File: src/rtl/gobou_net_loader.sv
// gobou_net_loader: streams neuron-major weight/bias words into the
// per-core net memories of the gobou FC engine, round-robin by neuron.
//
// Ports:
//   clk, xrst (sync, active-high)
//   req, net_offset, total_out, total_in, bias_en : job setup (latched on req)
//   s_valid, s_data, s_ready                       : weight word stream
//   net_sel, net_we, net_addr, net_wdata           : engine write port (registered)
//   busy, ack                                      : job status
module gobou_net_loader #(
  parameter int CORE    = 8,
  parameter int CORELOG = 3,
  parameter int NETSIZE = 11,
  parameter int WWIDTH  = 16,
  parameter int LWIDTH  = 10
) (
  input  logic               clk,
  input  logic               xrst,
  input  logic               req,
  input  logic [NETSIZE-1:0] net_offset,
  input  logic [LWIDTH-1:0]  total_out,
  input  logic [LWIDTH-1:0]  total_in,
  input  logic               bias_en,
  input  logic               s_valid,
  input  logic [WWIDTH-1:0]  s_data,
  output logic               s_ready,
  output logic [CORELOG-1:0] net_sel,
  output logic               net_we,
  output logic [NETSIZE-1:0] net_addr,
  output logic [WWIDTH-1:0]  net_wdata,
  output logic               busy,
  output logic               ack
);

  typedef enum logic [1:0] {
    IDLE,
    LOAD,
    DONE
  } state_t;

  localparam logic [LWIDTH:0]    ONE_R = 1;
  localparam logic [LWIDTH-1:0]  ONE_O = 1;
  localparam logic [CORELOG-1:0] ONE_C = 1;
  localparam logic [CORELOG-1:0] LAST_C = CORELOG'(CORE - 1);

  state_t state, state_n;

  logic [LWIDTH:0]    req_len;
  logic [LWIDTH:0]    r_len;
  logic [LWIDTH-1:0]  out_len;
  logic [NETSIZE-1:0] offset;
  logic [LWIDTH:0]    j_cnt;
  logic [LWIDTH-1:0]  o_cnt;
  logic [CORELOG-1:0] core;
  logic [NETSIZE-1:0] base;
  logic               xfer;
  logic               last_j;
  logic               last_o;

  assign req_len = {1'b0, total_in} + {{LWIDTH{1'b0}}, bias_en};
  assign xfer    = s_valid & s_ready;
  assign last_j  = (j_cnt == r_len - ONE_R);
  assign last_o  = (o_cnt == out_len - ONE_O);

  always_comb begin
    state_n = state;
    s_ready = 1'b0;
    busy    = 1'b1;
    ack     = 1'b0;
    unique case (state)
      IDLE: begin
        busy = 1'b0;
        if (req) begin
          if (total_out == '0 || req_len == '0)
            state_n = DONE;
          else
            state_n = LOAD;
        end
      end
      LOAD: begin
        s_ready = 1'b1;
        if (xfer && last_j && last_o)
          state_n = DONE;
      end
      DONE: begin
        ack     = 1'b1;
        state_n = IDLE;
      end
      default: state_n = IDLE;
    endcase
  end

  always_ff @(posedge clk) begin
    if (xrst) begin
      state     <= IDLE;
      r_len     <= '0;
      out_len   <= '0;
      offset    <= '0;
      j_cnt     <= '0;
      o_cnt     <= '0;
      core      <= '0;
      base      <= '0;
      net_we    <= 1'b0;
      net_sel   <= '0;
      net_addr  <= '0;
      net_wdata <= '0;
    end else begin
      state  <= state_n;
      net_we <= xfer;
      if (xfer) begin
        net_sel   <= core;
        net_addr  <= offset + base + NETSIZE'(j_cnt);
        net_wdata <= s_data;
      end
      if (state == IDLE && req) begin
        r_len   <= req_len;
        out_len <= total_out;
        offset  <= net_offset;
        j_cnt   <= '0;
        o_cnt   <= '0;
        core    <= '0;
        base    <= '0;
      end else if (xfer) begin
        if (last_j) begin
          j_cnt <= '0;
          o_cnt <= o_cnt + ONE_O;
          // base tracks (o div CORE)*R without a multiplier
          if (core == LAST_C) begin
            core <= '0;
            base <= base + NETSIZE'(r_len);
          end else begin
            core <= core + ONE_C;
          end
        end else begin
          j_cnt <= j_cnt + ONE_R;
        end
      end
    end
  end

endmodule

File: config.mk
export PLATFORM = sky130hd
export DESIGN_NAME = gobou_net_loader
export DESIGN_NICKNAME = d
export VERILOG_FILES = /design/src/rtl/gobou_net_loader.sv
export SDC_FILE = /design/constraint.sdc
export NUM_CORES = 1
export LEC_CHECK = 0
export ABC_CLOCK_PERIOD_IN_PS = 2900
export CAP_MARGIN = 25
export CORE_MARGIN = 1
export CORE_UTILIZATION = 50
export DETAILED_ROUTE_END_ITERATION = 8
export DONT_BUFFER_PORTS = 1
export GPL_TIMING_DRIVEN = 0
export PLACE_DENSITY_LB_ADDON = 0.12
export SYNTH_ARGS = -nofsm -noshare
export SYNTH_HDL_FRONTEND = slang
export SYNTH_SLANG_ARGS = --single-unit
File: constraint.sdc
create_clock -name clk -period 2.9 [get_ports clk]
set_clock_uncertainty 0.15 [all_clocks]
set_input_delay 0.58 -clock clk [delete_from_list [all_inputs] [get_ports clk]]
set_output_delay 0.58 -clock clk [all_outputs]
set_load 0.1 [all_outputs]
==> metrics.yaml, run 1 <==
finalSetupViolCount: 7
grt_max_degree: 18
grt_pass1_vias: 4801
syn_to_final_growth_pct: 15.21
power_density_nw_per_um2: 485.4
grt_pass1_wl_um: 23100
crit_path_start_kind: "flip-flop"
rows: 38
total_power_uw: 3202
start_util_pct: 52.14
core_region_area_um2: 10980
fmax_mhz: 327.1
cts_buffers: 9
outcome: "complete, but fails checks"
rrSetupSlack_ps: -160
finalCritPeriodShare_pct: 105.4
layout-drive-gt1-share_pct: 13.54
die_x_um: 109.0
h-tree-depth: 3
drc_errors: 0
wl_per_cell_um: 17.02
clockRootBuffer: "clkbuf_16"
ios: 86
cp_data_required_time_ps: 3030
diodes: 0
synth_edf_count: 0
criticalPathCategory: "reg2reg"
cpPeakStageDelay_ps: 620
rsz0062_at_grt: "true"
path_cells: "inv_4 > ha_4 > or3b_4 > buf_4 > xor2_1 > a32o_1 > a21oi_4 > or4_4 > or4_1 > a21oi_1"
worstSetupEndpointType: "flip-flop"
die-area_um2: 11890
antenna_found_initial: 0
clock_sinks: 100
grt.overflow.total: 0
synth_warnings: 0
clk_latency_ps: 350
finalMaxSlewViolations: 0
avgSynthCellArea_um2: 8.228
p_leak_uw: 0.002406
final_hold_viol_count: 0
cts_tree: "done"
grt_usage_pct: 25.60
gp_congestion: 0.8247
timing.max_slew.rel_slack_pct: 29.23
synth_cells: 696
seq_area_frac_synth_pct: 34.96
synth_seq_cells: 100
vias_per_cell: 5.701
wl_um: 14830
synth_area_um2: 5727
synth_nets: 787
hold_slack_ps: 203.9
dieHeight_um: 109.0
clk_pin_slew_ps: 70
cts.path.max_buffers: 2
drtPass1Iterations: 5
async_reset_ff_share_pct: 0
maxCapViolCount: 0
synthDistinctLibCells: 60
place_hpwl_um: 10960
violations: "negative setup slack"
setup_ws_ps: -157.0
synthFlopType: "dfxtp_1"
fin_crit_ps: 3057
num_vias: 4966
vdd_drop_max_v: 0.0003447
ant_nets: 0
cp.arrival_ps: 3190
critPathSlowestCell: "or4_4"
portBuffers: 0
postCtsHoldBufs: 0
tns_ps: -558.8
nets: 817
hold_path.class: "in2reg"
dr.first_iter.drc_count: 277
path_max_fanout: 6
worst_pin_slew_ps: 1057
## placed cells by master, fill, tap and decap left out, types with 4 or more instances in the layout
cell type | netlist | final
nand2_1 | 123 | 122
dfxtp_1 | 100 | 91
a21oi_1 | 72 | 68
nor2_1 | 57 | 56
xnor2_1 | 39 | 39
clkbuf_1 | 27 | 26
ha_1 | 27 | 26
xor2_1 | 21 | 21
buf_4 | 0 | 19
nand3_1 | 18 | 18
inv_1 | 18 | 16
nor3_1 | 18 | 14
mux2i_1 | 14 | 13
a211oi_1 | 12 | 12
fa_1 | 12 | 11
nand4_1 | 10 | 10
clkbuf_16 | 0 | 9
o21ai_0 | 8 | 8
nor2b_1 | 8 | 7
or4_4 | 2 | 6
nor4_1 | 9 | 6
nand3b_1 | 6 | 6
or3_1 | 6 | 6
o21a_1 | 6 | 6
buf_6 | 2 | 5
and3_1 | 5 | 5
or4_1 | 8 | 5
dfxtp_2 | 0 | 5
or2_2 | 4 | 4
nand2b_1 | 4 | 4
a31oi_1 | 5 | 4
nor3b_1 | 4 | 4
dfxtp_4 | 0 | 4
## state kept, by name, indices dropped and copies added, names as in the netlist, 2 cells and up
signal and flops:
j_cnt 11, net_addr 11, net_sel 3, o_cnt 10, core 3, offset 11, base 11, r_len 11
state 2, out_len 10, net_wdata 16
## routing by layer
metal	wire length [µm]	global-route usage, %
met5	0	0
met4	204	6.371
met3	811	6.157
met2	7401	45.15
met1	6410	31.04
## per-stage QoR
stage          cell area [µm²]  setup WS (ps)  utilization [%]  instances
6_report                  6598         -157.0            60.07        871
5_1_grt                   6598         -216.7            60.07        871
4_1_cts                   6390         -165.4            58.18        860
3_5_place_dp              5956         -369.8            54.23        837
3_3_place_gp              5946         -421.8            54.14        836
2_1_floorplan             5771         -28.67                -        696
## worst paths after layout
kind / end / start / cells after the start
max: o_cnt[5] / r_len[1] / 10
min reg2reg: net_sel[2] / core[2] / 2
max reg2reg: o_cnt[5] / r_len[1] / 10
min: net_wdata[15] / s_data[15] / 2
## repair_timing
action / CTS / global route
endpoints found under the setup margin: 33 / 50
cloned: 1 / 1
gates resized for setup: 30 / 27
pin swaps: 8 / 12
buffers inserted: 9 / 11
## logic make-up after synthesis
logic type      Yosys count  synth area share [%]
buf+inv                  53                 3.801
xor+xnor                 60                 9.176
flops                   100                 34.96
mux                      15                 2.644
compound gates          135                 14.88
fa+ha+maj                39                 10.09
simple gates            294                 24.45
## area by class of cell
| class | count | area, µm² |
|---|---|---|
| multi-input combinational | 544 | 3745 |
| tap | 140 | 175.2 |
| timing repair buffer | 22 | 176.4 |
| buffer | 31 | 132.6 |
| sequential | 100 | 2023 |
| clock inverter | 6 | 46.29 |
| fill | 982 | 4385 |
| inverter | 18 | 70.07 |
| clock buffer | 10 | 229.0 |
## Yosys cell counts (all sizes together), types with 9 or more instances
library cell / number / share of area (%)
a211oi: 12 / 1.6
ha: 27 / 5.9
a21oi: 72 / 6.3
xor2: 21 / 3.2
nand4: 10 / 1.1
nor4: 10 / 1.2
mux2i: 14 / 2.4
nor3: 18 / 1.6
or4: 10 / 1.4
clkbuf: 27 / 1.8
dfxtp: 100 / 35
o21ai: 9 / 0.98
nand3: 18 / 1.6
inv: 18 / 1.2
nor2: 57 / 3.7
nand2: 124 / 8.2
fa: 12 / 4.2
xnor2: 39 / 6.0
## critical path: cells and delay by family, from the launching register on
| kind | cells | cell delay, ps |
|---|---|---|
| AO/OA/AOI/OAI | 3 | 430 |
| adder cells (fa/ha/maj) | 1 | 140 |
| XOR/XNOR | 1 | 130 |
| flip-flops | 1 | 370 |
| buffers and inverters | 2 | 230 |
| AND/OR/NAND/NOR | 3 | 1530 |
## where the power goes
group,total (µW),leakage [µW],internal [µW],switching [µW]
registers,1570,0.000818,1420,156
logic,487,0.00146,198,290
clock network,1140,0.000130,590,552
total,3200,0.00241,2200,998
Power figures use the tool's default switching activity.
==> inputs of run 2 (changes only) <==
CORE_UTILIZATION = 35   (was 50)
SETUP_SLACK_MARGIN = 0.02   (was default)
==> run 2 against run 1 <==
The run still ends with negative setup slack left. Routed wire length increased by 5.2%. Final area rose by 3.5%. Core utilization is 17 points lower. Clock power is 15% higher. Maximum frequency increased by 0.15%. Die area up 42%. Clock-buffer cell count did not move.
==> metrics.yaml, run 2 (synthesis gave the netlist of run 1 again) <==
worstSetupEndpointType: "flip-flop"
violations: "negative setup slack"
finalMaxSlewViolations: 0
tns_ps: -755.4
critPathSlowestCell: "or4_4"
ios: 86
dr.first_iter.drc_count: 223
top_register: "net_wdata"
largest_reg_flops: 16
gp_congestion: 0.8285
power_density_nw_per_um2: 493.2
maxCapViolCount: 0
cpPeakStageDelay_ps: 630
rows: 46
portBuffers: 0
grt_pass1_vias: 4695
die-area_um2: 16880
rsz0062_at_grt: "true"
core_region_area_um2: 15940
worst_pin_slew_ps: 1061
hold_path.class: "in2reg"
cts.path.max_buffers: 2
nets: 822
crit_buf_inv: 1
final_cell_mix: "nand2_1 (121), dfxtp_1 (89), a21oi_1 (69), nor2_1 (51), xnor2_1 (38)"
path_cells: "or4_4 > buf_4 > nor2_1 > a32o_1 > a21oi_2 > or4_4 > or4_4 > a21oi_2"
place_ws_ps: -380.1
diodes: 0
h-tree-depth: 3
finalCritPeriodShare_pct: 105.3
r2r-start: "r_len[7]"
utilization_pct: 42.85
final_common_cell: "nand2_1"
syn_to_final_growth_pct: 19.29
holdCritStartpoint: "s_data[15]"
critPathTopFamily: "simple AND/OR/NAND/NOR gates"
dieHeight_um: 129.9
fin_crit_ps: 3052
clk_pin_slew_ps: 70
final_hold_viol_count: 0
start_util_pct: 35.92
clk_latency_ps: 350
wl_per_cell_um: 16.38
grt_usage_pct: 18.72
cp_data_required_time_ps: 3030
criticalPathCategory: "reg2reg"
path_common_cell: "or4_4"
antenna_found_initial: 0
layout-drive-gt1-share_pct: 15.90
grt.overflow.total: 0
wl_um: 15590
fmax_mhz: 327.6
num_vias: 5033
drc_errors: 0
cts_tree: "done"
vias_per_cell: 5.287
setup_ws_ps: -152.4
cp.arrival_ps: 3180
crit_path_start_kind: "flip-flop"
grt_pass1_wl_um: 23890
finalSetupViolCount: 8
timing.max_slew.rel_slack_pct: 28.91
cts_buffers: 9
outcome: "complete, but fails checks"
vdd_drop_max_v: 0.0002971
path_max_fanout: 6
place_hpwl_um: 11910
ant_nets: 0
grt_max_degree: 17
drtPass1Iterations: 4
clockRootBuffer: "clkbuf_16"
clock_sinks: 100
die_x_um: 129.9
p_leak_uw: 0.002459
critPathLaunch: "r_len[7]"
-- run 2: what timing repair did --
action                                  CTS  global route
endpoints found under the setup margin   34            54
cloned                                    1             2
pin swaps                                11            21
hold buffers                              0             0
setup buffers                            15             8
resized for setup                        38            42
-- run 2: routing by layer --
metal  vias up  share of wire [%]  GRT usage (%)
met1      2397                 45          23.46
met3        25                5.8          3.977
met2       116                 48          31.61
met5         -                  0              0
li1       2495                  -              -
met4         0                2.1          6.840
-- run 2: metrics by stage --
stage	cell area (µm²)	hold WS (ps)	std cells	total power, µW
finish	6832	204.9	952	3369
global route	6832	201.9	952	3515
CTS	6583	195.9	943	3388
detailed placement	6051	318.9	913	2034
global placement	6041	313.5	912	2023
floorplan	5771	286.3	696	1931
-- run 2: cell type report --
type	instances	area, µm²
Buffer	33	152.6
Multi-Input combinational cell	545	3796
Timing Repair Buffer	24	195.2
Tap cell	216	270.3
Inverter	18	72.57
Clock inverter	6	87.58
Sequential cell	100	2028
Fill cell	1652	9111
Clock buffer	10	229.0
-- run 2: worst paths after layout --
check	slack, ps	end	cells after the start
max	-150	o_cnt[6]	8
min reg2reg	330	offset[0]	2
min	200	net_wdata[15]	2
max reg2reg	-150	o_cnt[6]	8
-- run 2: where the power goes --
| group | internal [µW] | switching (µW) | total, µW |
|---|---|---|---|
| Sequential | 1420 | 156 | 1570 |
| Clock | 759 | 555 | 1310 |
| Combinational | 194 | 289 | 483 |
-- run 2: worst register-to-register path, cell delays in order (launching register included) --
cell and delay [ps]:
dfxtp_2 350, or4_4 570, buf_4 160, nor2_1 160
a32o_1 220, a21oi_2 110, or4_4 630, or4_4 500
a21oi_2 130
==> inputs of run 3 (changes only) <==
SKIP_CTS_REPAIR_TIMING = 1   (was default)
SLEW_MARGIN = 5   (was default)
==> run 3 against run 2 <==
The run still ends with negative setup slack left. Clock-buffer cell count up 1. Combinational power down 4%. Power down 5.7%. Worst hold slack about the same. Largest cell class unchanged.
==> metrics.yaml, run 3 (synthesis gave the netlist of run 1 again) <==
final_common_cell: "nand2_1"
ant_nets: 0
vdd_drop_max_v: 0.0003076
cts_tree: "done"
start_util_pct: 35.92
critPathSlowestCell: "or4_4"
criticalPathCategory: "reg2reg"
grt_usage_pct: 18.21
fmax_mhz: 315.5
rows: 46
dieHeight_um: 129.9
diodes: 0
clk_latency_ps: 350
die-area_um2: 16880
finalCritPeriodShare_pct: 109.3
worst_pin_slew_ps: 1068
tns_ps: -3453
power_density_nw_per_um2: 481.3
antenna_found_initial: 0
place_hpwl_um: 11900
ios: 86
place_ws_ps: -375.4
cp.arrival_ps: 3310
cp_data_required_time_ps: 3040
drtPass1Iterations: 5
final_hold_viol_count: 0
portBuffers: 0
rsz0062_at_grt: "true"
timing.max_slew.rel_slack_pct: 28.49
wl_per_cell_um: 16.50
setup_ws_ps: -269.8
hold_path.class: "in2reg"
finalMaxSlewViolations: 0
clk_pin_slew_ps: 70
maxCapViolCount: 0
syn_to_final_growth_pct: 15.29
grt_max_degree: 16
fillCellCount: 1649
final_cell_mix: "nand2_1 (122), dfxtp_1 (91), a21oi_1 (68), nor2_1 (57), xnor2_1 (39)"
wl_um: 15530
dr.first_iter.drc_count: 239
grt_pass1_vias: 4552
p_leak_uw: 0.002356
die_x_um: 129.9
layout-drive-gt1-share_pct: 12.83
path_cells: "or4_4 > buf_6 > or4_4 > o311ai_4 > o21ai_4 > buf_4 > or4_4 > buf_6 > or3_4 > a21oi_2"
num_vias: 4922
grt_pass1_wl_um: 23180
total_power_uw: 3178
cts_buffers: 9
path_max_fanout: 7
h-tree-depth: 3
vias_per_cell: 5.231
drc_errors: 0
top_register: "net_wdata"
outcome: "complete, but fails checks"
cpPeakStageDelay_ps: 540
nets: 812
gp_congestion: 0.8285
crit_path_start_kind: "flip-flop"
largest_reg_flops: 16
violations: "negative setup slack"
path_common_cell: "or4_4"
clockRootBuffer: "clkbuf_16"
finalSetupViolCount: 29
worstSetupEndpointType: "flip-flop"
clock_sinks: 100
core_region_area_um2: 15940
cts.path.max_buffers: 2
fin_crit_ps: 3170
grt.overflow.total: 0
## run 3: cell types whose count changed in the layout (fill, tap and decap cells not counted), moves of 3 or more
| cell | previous run | this run |
|---|---|---|
| buf_4 | 19 | 14 |
| nor2_2 | 3 | 0 |
| nor2_1 | 51 | 57 |
| buf_6 | 6 | 3 |
| nor2_4 | 3 | 0 |
## run 3: power breakdown
group	total, µW	leakage, µW	internal (µW)	switching, µW
Clock	1140	0.000131	600	536
Sequential	1580	0.000818	1420	159
Combinational	465	0.00141	189	276
Total	3180	0.00236	2210	971
## run 3: layout make-up
cell class / count / area, µm² / share of cell area (%)
multi-input cells: 545 / 3714 / 56.24
flip-flops and latches: 100 / 2021 / 30.60
well taps: 216 / 270.3 / 4.093
clock buffers: 11 / 242.7 / 3.676
plain buffers: 33 / 151.4 / 2.293
repair buffers: 14 / 105.1 / 1.592
inverters: 18 / 72.57 / 1.099
clock inverters: 4 / 26.28 / 0.3980
## run 3: worst paths after layout
kind                                 start       endpoint  slack (ps)  depth (start not counted)
worst min register to register  offset[10]     offset[10]         330                          2
worst max-delay path              r_len[1]        core[0]        -270                         10
worst min-delay path            s_data[15]  net_wdata[15]         200                          2
worst max register to register    r_len[1]        core[0]        -270                         10
## run 3: critical path, delay by kind of cell, from the launching register on
family | cells | cell delay [ps]
flip-flops | 1 | 380
AND/OR/NAND/NOR | 4 | 1800
AO/OA/AOI/OAI | 3 | 330
buffers and inverters | 3 | 450
## run 3: routing by layer
| layer | global-route usage, % | routed length (µm) | up-vias |
|---|---|---|---|
| met5 | 0 | 0 | - |
| met1 | 22.86 | 7142 | 2345 |
| met3 | 3.854 | 710 | 14 |
| met2 | 31.02 | 7475 | 89 |
| li1 | - | - | 2474 |
| met4 | 6.019 | 203 | 0 |
## run 3: per-stage QoR
stage / hold WS, ps / cells / util, % / cell area [µm²]
floorplan: 286.3 / 696 / - / 5771
global placement: 313.5 / 912 / 37.89 / 6041
detailed placement: 319.1 / 913 / 37.95 / 6051
CTS: 196.9 / 928 / 39.64 / 6320
global route: 201.1 / 941 / 41.41 / 6603
finish: 204.7 / 941 / 41.41 / 6603
